**config.mk**
```make
export PLATFORM = sky130hd
export DESIGN_NAME = motion_update_ctrl
export DESIGN_NICKNAME = d
export VERILOG_FILES = /design/src/rtl/motion_update_ctrl.sv
export SDC_FILE = /design/constraint.sdc
export NUM_CORES = 1
export LEC_CHECK = 0
export CORE_MARGIN = 5
export CORE_UTILIZATION = 26
export CTS_CLUSTER_DIAMETER = 50
export CTS_CLUSTER_SIZE = 30
export DETAILED_ROUTE_END_ITERATION = 8
export REMOVE_ABC_BUFFERS = 1
export SYNTH_ARGS = -nofsm -noshare
export SYNTH_HDL_FRONTEND = slang
export SYNTH_SLANG_ARGS = --single-unit
export TNS_END_PERCENT = 100
```
**constraint.sdc**
```tcl
create_clock -name clk -period 5.9 [get_ports clk]
set_clock_uncertainty 0.2 [all_clocks]
set_input_delay 0.885 -clock clk [delete_from_list [all_inputs] [get_ports clk]]
set_output_delay 0.885 -clock clk [all_outputs]
set_load 0.05 [all_outputs]
```
**src/rtl/motion_update_ctrl.sv**
```systemverilog
// Motion-update phase sequencer: streams every live particle of the read bank through the
// position-update datapath, scatters results into the write bank, then null-terminates each cell.
module motion_update_ctrl #(
   parameter int NCELL  = 27,
   parameter int DEPTH  = 64,
   parameter int ADDR_W = 6,
   parameter int CELL_W = 5
) (
   input  logic              clk,
   input  logic              rst_n,
   input  logic              start,
   output logic              busy,
   output logic              done,
   output logic              bank_sel,
   output logic              overflow,
   output logic              rd_en,
   output logic [CELL_W-1:0] rd_cell,
   output logic [ADDR_W-1:0] rd_addr,
   input  logic [96:0]       rd_p,
   input  logic [96:0]       rd_v,
   output logic              dp_valid_in,
   output logic [96:0]       dp_p,
   output logic [96:0]       dp_v,
   input  logic              dp_valid_out,
   input  logic [96:0]       dp_newp,
   input  logic [32:0]       dp_cidx,
   output logic              wr_en,
   output logic [CELL_W-1:0] wr_cell,
   output logic [ADDR_W-1:0] wr_addr,
   output logic [96:0]       wr_data
);
   localparam int PTR_W = ADDR_W + 1;
   localparam int OUT_W = $clog2(NCELL * DEPTH + 1);
   localparam logic [CELL_W-1:0] LAST_CELL = CELL_W'(NCELL - 1);
   localparam logic [ADDR_W-1:0] LAST_ADDR = ADDR_W'(DEPTH - 1);
   localparam logic [PTR_W-1:0]  FULL_PTR  = PTR_W'(DEPTH);
   localparam logic [96:0]       TERM_WORD = {1'b1, 96'b0};

   typedef enum logic [1:0] {IDLE, READ, DRAIN, FLUSH} state_t;
   state_t state;

   logic [PTR_W-1:0]  ptr [NCELL];
   logic [OUT_W-1:0]  outstanding;
   logic [CELL_W-1:0] flush_cell;

   // p1: read response returning this cycle (issued one cycle earlier)
   logic vld_p1;
   logic squash_p1;
   logic tail_p1;

   logic              active;
   logic              null_hit;
   logic              res_live;
   logic              res_in_range;
   logic              res_ok;
   logic              drain_exit;
   logic [CELL_W-1:0] res_cell;
   logic [PTR_W-1:0]  res_ptr;
   logic [CELL_W-1:0] flush_sel;
   logic [PTR_W-1:0]  term_ptr;
   logic              dp_fire_out;

   assign dp_p        = rd_p;
   assign dp_v        = rd_v;
   assign dp_valid_in = vld_p1 & ~squash_p1 & ~rd_p[96];

   assign active      = (state == READ) || (state == DRAIN);
   // A null returning from the last slot of a full cell belongs to a cell already left behind.
   assign null_hit    = (state == READ) & vld_p1 & ~squash_p1 & ~tail_p1 & rd_p[96];
   assign dp_fire_out = active & dp_valid_out;
   assign res_live    = dp_fire_out & ~dp_newp[96] & ~dp_cidx[32];
   assign res_cell    = dp_cidx[CELL_W-1:0];
   assign res_ok      = res_live & res_in_range & (res_ptr != FULL_PTR);
   assign drain_exit  = (state == DRAIN) && !vld_p1 && (outstanding == '0);

   // Stray upper index bits make the destination out of range rather than aliasing a real cell.
   always_comb begin
      res_ptr      = FULL_PTR;
      res_in_range = 1'b0;
      for (int c = 0; c < NCELL; c++) begin
         if (dp_cidx[31:0] == 32'(c)) begin
            res_ptr      = ptr[c];
            res_in_range = 1'b1;
         end
      end
   end

   always_comb begin
      flush_sel = (state == FLUSH) ? flush_cell + 1'b1 : '0;
      term_ptr  = '0;
      for (int c = 0; c < NCELL; c++) begin
         if (flush_sel == CELL_W'(c)) term_ptr = ptr[c];
      end
   end

   always_ff @(posedge clk or negedge rst_n) begin
      if (!rst_n) begin
         state       <= IDLE;
         busy        <= 1'b0;
         done        <= 1'b0;
         bank_sel    <= 1'b0;
         overflow    <= 1'b0;
         rd_en       <= 1'b0;
         rd_cell     <= '0;
         rd_addr     <= '0;
         vld_p1      <= 1'b0;
         squash_p1   <= 1'b0;
         tail_p1     <= 1'b0;
         outstanding <= '0;
         flush_cell  <= '0;
         wr_en       <= 1'b0;
         wr_cell     <= '0;
         wr_addr     <= '0;
         wr_data     <= '0;
         for (int c = 0; c < NCELL; c++) ptr[c] <= '0;
      end else begin
         done      <= 1'b0;
         vld_p1    <= rd_en;
         squash_p1 <= null_hit;
         tail_p1   <= (rd_addr == LAST_ADDR);

         if (dp_valid_in && !dp_fire_out)
            outstanding <= outstanding + 1'b1;
         else if (!dp_valid_in && dp_fire_out)
            outstanding <= outstanding - 1'b1;

         if (res_live && !res_ok) overflow <= 1'b1;
         for (int c = 0; c < NCELL; c++) begin
            if (res_ok && res_cell == CELL_W'(c)) ptr[c] <= ptr[c] + 1'b1;
         end

         wr_en <= 1'b0;
         if (res_ok) begin
            wr_en   <= 1'b1;
            wr_cell <= res_cell;
            wr_addr <= res_ptr[ADDR_W-1:0];
            wr_data <= dp_newp;
         end

         unique case (state)
            IDLE: begin
               if (start) begin
                  state       <= READ;
                  busy        <= 1'b1;
                  overflow    <= 1'b0;
                  rd_en       <= 1'b1;
                  rd_cell     <= '0;
                  rd_addr     <= '0;
                  outstanding <= '0;
                  for (int c = 0; c < NCELL; c++) ptr[c] <= '0;
               end
            end
            READ: begin
               if (null_hit || rd_addr == LAST_ADDR) begin
                  rd_addr <= '0;
                  if (rd_cell == LAST_CELL) begin
                     state   <= DRAIN;
                     rd_en   <= 1'b0;
                     rd_cell <= '0;
                  end else begin
                     rd_cell <= rd_cell + 1'b1;
                  end
               end else begin
                  rd_addr <= rd_addr + 1'b1;
               end
            end
            DRAIN: begin
               if (drain_exit) begin
                  state      <= FLUSH;
                  flush_cell <= '0;
                  wr_en      <= (term_ptr != FULL_PTR);
                  wr_cell    <= flush_sel;
                  wr_addr    <= term_ptr[ADDR_W-1:0];
                  wr_data    <= TERM_WORD;
               end
            end
            FLUSH: begin
               if (flush_cell == LAST_CELL) begin
                  state      <= IDLE;
                  busy       <= 1'b0;
                  done       <= 1'b1;
                  bank_sel   <= ~bank_sel;
                  flush_cell <= '0;
               end else begin
                  flush_cell <= flush_sel;
                  wr_en      <= (term_ptr != FULL_PTR);
                  wr_cell    <= flush_sel;
                  wr_addr    <= term_ptr[ADDR_W-1:0];
                  wr_data    <= TERM_WORD;
               end
            end
            default: state <= IDLE;
         endcase
      end
   end
endmodule

```
# Yosys cells after proc, flatten, opt, wreduce, memory -nomap -nowiden
# Index checks and enable logic that the tools add are counted.
dict set report totals {
  register_bits 335
  latch_bits 0
  ram_bits 0
  rom_bits 0
  inputBits 328
  out_inout_bits 320
  memories 0
}
dict set report classes {
  addsub 32
  multipliers 0
  n_div 0
  magnitude_cmp 0
  eq_ne 91
  shift 0
  mux 158
  n_bitwise 17
  n_reduce_logical 53
}
# operator count
set op_table {}
lappend op_table {{two-way mux 7 bit} 81}
lappend op_table {{two-way mux 189 bit} 2}
lappend op_table {{== test 32 x 5 -> 1 bit, second input constant} 11}
lappend op_table {{two-way mux 97 bit} 3}
lappend op_table {{== test 32 x 4 -> 1 bit, second input constant} 8}
lappend op_table {{one-hot mux 97 bit (2 select lines)} 1}
lappend op_table {{adder 7 x 1 -> 7 bit, second input constant} 27}
lappend op_table {{== test 32 x 3 -> 1 bit, second input constant} 4}
lappend op_table {{== test 5 bit, second input constant} 24}
lappend op_table {{== test 5 x 4 -> 1 bit, second input constant} 16}
lappend op_table {{== test 32 x 2 -> 1 bit, second input constant} 2}
lappend op_table {{two-way mux 5 bit} 9}
lappend op_table {{two-way mux 11 bit} 4}
lappend op_table {{== test 5 x 3 -> 1 bit, second input constant} 8}
lappend op_table {{two-way mux 1 bit} 39}
lappend op_table {{== test 32 x 1 -> 1 bit, second input constant} 1}
lappend op_table {{logical AND 1 bit} 32}
lappend op_table {{zero test 32 bit} 1}
lappend op_table {{two-way mux 6 bit} 5}
lappend op_table {{one-hot mux 5 bit (2 select lines)} 3}
lappend op_table {{one-hot mux 6 bit (2 select lines)} 2}
lappend op_table {{== test 5 x 2 -> 1 bit, second input constant} 4}
lappend op_table {{!= test 7 bit, second input constant} 2}
lappend op_table {{adder 11 x 1 -> 11 bit, second input constant} 1}
lappend op_table {{24 further kinds} 61}

# Depth between registers and ports, before layout
dict set report depth {
  ltp_word 35
  mapped_depth 16
  mapped_depth_nobuf 12
}

# Least setup slack after synthesis
# OpenSTA, ideal clock, no wires.
dict set report synth_timing {
  path_type {input to register}
  startpoint {input port rd_p[96]}
  endpoint {register outstanding[9]}
  arrival_time_ns 3.544
  required_time_ns 5.568
  slack_ns 2.024
  path_stages 9
  path_buffers 0
  path_cell_list {nor3b_1 > and2_1 > nand2_1 > nor3_1 > and4_1 > nand4_1 > o21ai_0 > xnor2_1 > nor2_1}
}
dict set report synth_between {
  elab_chain_len 8
}
# element line_no
set synth_rtl {}
lappend synth_rtl {{from (decl)} 19} ;# input logic [96:0] rd_p,
lappend synth_rtl {{NOT 1 bit *} 65} ;# assign dp_valid_in = vld_p1 & ~squash_p1 & ~rd_p[96];
lappend synth_rtl {{AND 1 bit *} 65}
lappend synth_rtl {{zero test 1 bit} 124} ;# else if (!dp_valid_in && dp_fire_out)
lappend synth_rtl {{logical AND 1 bit} 124}
lappend synth_rtl {{two-way mux 11 bit} 124}
lappend synth_rtl {{two-way mux 11 bit *} 122} ;# if (dp_valid_in && !dp_fire_out)
lappend synth_rtl {{two-way mux 11 bit} 142} ;# if (start) begin
lappend synth_rtl {{two-way mux 11 bit *} 140} ;# unique case (state)
lappend synth_rtl {{to (signal assigned)} 123} ;# outstanding <= outstanding + 1'b1;
lappend synth_rtl {{to (signal assigned)} 125} ;# outstanding <= outstanding - 1'b1;
lappend synth_rtl {{to (decl)} 43} ;# logic [OUT_W-1:0] outstanding;
# Every way passes the cells marked *; elsewhere a longest branch is shown, timed or not.
# A chain may end at the register's enable or synchronous reset.

# Worst setup path in the final report
dict set report layout_timing {
  startpoint {register state[1]}
  endpoint {register wr_en}
}
dict set report layout_between {
  elab_chain_len 33
}
# element line_no
set layout_rtl {}
lappend layout_rtl {{from (decl)} 40} ;# state_t state;
lappend layout_rtl {{from (signal assigned)} 98} ;# state <= IDLE;
lappend layout_rtl {{from (signal assigned)} 143} ;# state <= READ;
lappend layout_rtl {{from (signal assigned)} 157} ;# state <= DRAIN;
lappend layout_rtl {{== test 2 bit} {89, 140}}
lappend layout_rtl {{two-way mux 5 bit} 89} ;# flush_sel = (state == FLUSH) ? flush_cell + 1'b1 : '0;
lappend layout_rtl {{zero test 5 bit} 92} ;# if (flush_sel == CELL_W'(c)) term_ptr = ptr[c];
lappend layout_rtl {{two-way mux 7 bit (27 in series)} 92}
lappend layout_rtl {{!= test 7 bit} {171, 186}}
lappend layout_rtl {{two-way mux 1 bit (on tied branches)} {178, 168}}
lappend layout_rtl {{one-hot mux 1 bit (2 select lines) *} 140}
lappend layout_rtl {{to (signal assigned)} 171} ;# wr_en <= (term_ptr != FULL_PTR);
lappend layout_rtl {{to (signal assigned)} 186} ;# wr_en <= (term_ptr != FULL_PTR);
lappend layout_rtl {{to (decl)} 27} ;# output logic wr_en,
# Marked as above.

==> flow_summary.yaml <==
grt:
  antenna_found_initial: 4
  top_usage_layer: "met2"
  grt_overflow_total: 0
  grt_max_degree: 128
  track_usage_pct: 27.97
  grt_pass1_wl_um: 178200
  use_met1_pct: 34.95
  met2_usage_pct: 36.18
  met3_usage_pct: 21.78
  grt_pass1_vias: 20010
detailed_routing:
  dr.pass1.iters: 6
  drcViolationCount: 0
  vias: 21840
  routed_wl_um: 132700
  first_iter_violations: 2801
  routed_via_density: 5.664
  drt.antenna.violating_nets: 0
  wire_per_inst_um: 34.41
timing:
  slew_headroom_pct: 25.57
  whs_ns: 0.1210
  max_freq_mhz: 199.3
  rsz0062_at_grt: "no"
  hold_violations: 0
  timing.final.crit_period_ns: 5.019
  maxSlewViolCount: 0
  setup_viol: 0
  period_share_pct: 85.06
  worst_slew_pin_slew_ns: 1.114
hold_path:
  hold_class: "primary input to asynchronous set/reset pin"
placed_design:
  io_buffers: 261
  placed_cell_area_um2: 24800
  place_congestion: 1.024
  dp_hpwl_um: 102500
  dp_cells: 3772
floorplanning:
  dieWidth_um: 301.9
  core_area_um2: 84880
  chipHeight_um: 301.9
  std_cell_rows: 107
  initial_core_util_pct: 26.10
  die-area_um2: 91140
  top_level_ports: 648
yosys:
  synth_edf_count: 0
  synth_area_um2: 22150
  synth_cells: 2645
  yosysUniqueCellTypes: 93
  synth_seq_cells: 335
  synth_top_family_by_area: "simple AND/OR/NAND/NOR gates"
  synthAdderAreaFrac_pct: 2.146
  async_flop_share_pct: 100.0
  ys.flop_type: "dfrtp_1"
  synth_xor_area_share_pct: 6.405
  yosys.area_share.simple_pct: 22.95
  synth.area.mux_share_pct: 3.186
  synth_compound_area_share_pct: 16.51
  syn_avg_cell_area_um2: 8.375
  yosys_warnings: 0
  synth.yosys.seq_area_share_pct: 37.84
worst_setup_path:
  worst-path-buf-inv: 2
  r2r_end: "wr_en"
  crit_fanout: 23
  worstPathArrival_ns: 5.25
  crit_start: "state[1]"
  worstPathRequired_ns: 6.13
  cp-end-kind: "register"
  path_cells: "ha_1 > nor2b_1 > nand2_1 > buf_4 > nor2_1 > buf_4 > a221oi_1 > o31ai_1 > o211ai_1 > a21oi_1 > o211ai_1 > o31ai_1 > o2111ai_1"
  cp_top_family: "compound AO/OA/AOI/OAI gates"
  critPathSlowestCell: "ha_1"
  critPathKind: "register to register"
  reg2reg_depth: 13
  cpPeakStageDelay_ns: 0.82
  cp-start-kind: "register"
  timing.rr.start: "state[1]"
  r2r_slack_ns: 0.88
finish:
  area_growth_pct: 19.54
  design_area_um2: 26480
  final_layout_size_suffix_gt1_share_pct: 8.705
  fin_cells: 3856
  fillers: 9074
  final_nets: 3041
power_and_ir_drop:
  power_density_nw_per_um2: 220.8
  finalPower_mw: 5.848
  p_leak_nw: 10.52
  peakVddDrop_mv: 0.1999
clock_tree:
  ctsResizeCount: 0
  clk_latency_ns: 0.61
  cts_hold_buffers: 0
  clkTransAtPathRegs_ns: 0.06
  cts-root-buf: "clkbuf_16"
  tritoncts: "built"
  cts_setup_buffers: 0
  max-clock-path-buffers: 3
  cts_made_buffers: 45
  clkSinkCount: 335
  htreeDepth: 2
run:
  cap_violations: 0
run_status:
  outcome: "completed"
## layout make-up
cell class	count	area, µm²	share of cell area [%]
clock inverters	31	446.7	1.687
diodes	1	2.502	0.009450
flip-flops and latches	335	8383	31.66
repair buffers	355	3471	13.11
clock buffers	52	1234	4.659
well taps	1144	1431	5.405
multi-input cells	1898	11360	42.91
inverters	40	150.1	0.5670
## routing by layer
layer  part of all wire (%)  vias up
li1                       -     9299
met1                     39    10520
met2                     37     1731
met3                     19      258
met4                    3.1       28
met5                    1.4        -
## cell usage after synthesis (15+ instances only)
| cell | number | area share (%) |
|---|---|---|
| o31ai_1 | 17 | 0.58 |
| a211oi_1 | 16 | 0.54 |
| a22oi_1 | 28 | 0.95 |
| buf_4 | 214 | 7.3 |
| inv_1 | 37 | 0.63 |
| nor3_1 | 92 | 2.1 |
| buf_2 | 49 | 1.1 |
| o21ai_0 | 91 | 2.1 |
| clkbuf_1 | 94 | 1.6 |
| mux2i_1 | 39 | 1.8 |
| ha_1 | 38 | 2.1 |
| nand3_1 | 104 | 2.3 |
| a21oi_1 | 193 | 4.4 |
| xnor2_1 | 127 | 5.0 |
| o221ai_1 | 15 | 0.59 |
| a221oi_1 | 22 | 0.87 |
| xor2_1 | 35 | 1.4 |
| nor4_1 | 62 | 1.8 |
| nand2_1 | 359 | 6.1 |
| nand2b_1 | 19 | 0.54 |
| nor2_1 | 267 | 4.5 |
| o22ai_1 | 31 | 0.88 |
| or3_1 | 19 | 0.54 |
| nand4_1 | 62 | 1.8 |
| dfrtp_1 | 335 | 38 |
## per-stage QoR
step	util (%)	setup TNS (ns)	worst slack, ns
global route	31.20	0	0.9869
detailed placement	29.22	0	0.7638
finish	31.20	0	0.8815
global placement	29.22	0	0.7640
floorplan	-	-397.31	-1.977
CTS	31.20	0	1.190
## power breakdown
part | total, mW | internal [mW] | switching [mW] | leakage, nW
Combinational | 0.442 | 0.191 | 0.251 | 5.17
Sequential | 2.39 | 2.33 | 0.0584 | 4.55
Clock | 3.01 | 1.78 | 1.23 | 0.802
Total | 5.85 | 4.31 | 1.54 | 10.5
## worst max path at each step
stage	endpoint	slack [ns]	cells after the start
finish	wr_en	0.88	13
global route	wr_en	0.99	14
CTS	wr_en	1.19	13
detailed placement	wr_cell[2]	0.76	15
global placement	ptr[38]	0.76	13
floorplan	ptr[106]	-1.98	10
## registers in the layout (all words and copies together), names as in the netlist
register     count
ptr            189
wr_data         97
outstanding     11
rd_addr          6
wr_addr          6
flush_cell       5
rd_cell          5
wr_cell          5
state            2
bank_sel         1
busy             1
done             1
overflow         1
rd_en            1
squash_p1        1
tail_p1          1
vld_p1           1
wr_en            1
## placed cells by master (no fill, tap or decap), drive strengths merged, types with 18 or more instances in the layout
| cell | n |
|---|---|
| a21oi | 193 |
| a221oi | 23 |
| a22oi | 28 |
| buf | 99 |
| clkbuf | 52 |
| clkdlybuf4s50 | 256 |
| dfrtp | 335 |
| ha | 38 |
| inv | 51 |
| mux2i | 39 |
| nand2 | 360 |
| nand2b | 19 |
| nand3 | 104 |
| nand4 | 62 |
| nor2 | 267 |
| nor3 | 94 |
| nor4 | 63 |
| o21ai | 95 |
| o22ai | 31 |
| o31ai | 18 |
| or3 | 19 |
| xnor2 | 127 |
| xor2 | 35 |
## logic make-up after synthesis
logic type                 Yosys count
buffers and inverters              412
AOI/OAI and AO/OA                  559
DFF                                335
adders and majority gates           38
xor gates and xnor gates           162
and+or+nand+nor                   1080
muxes                               59
Note: power is estimated with default switching activity, not from simulation.
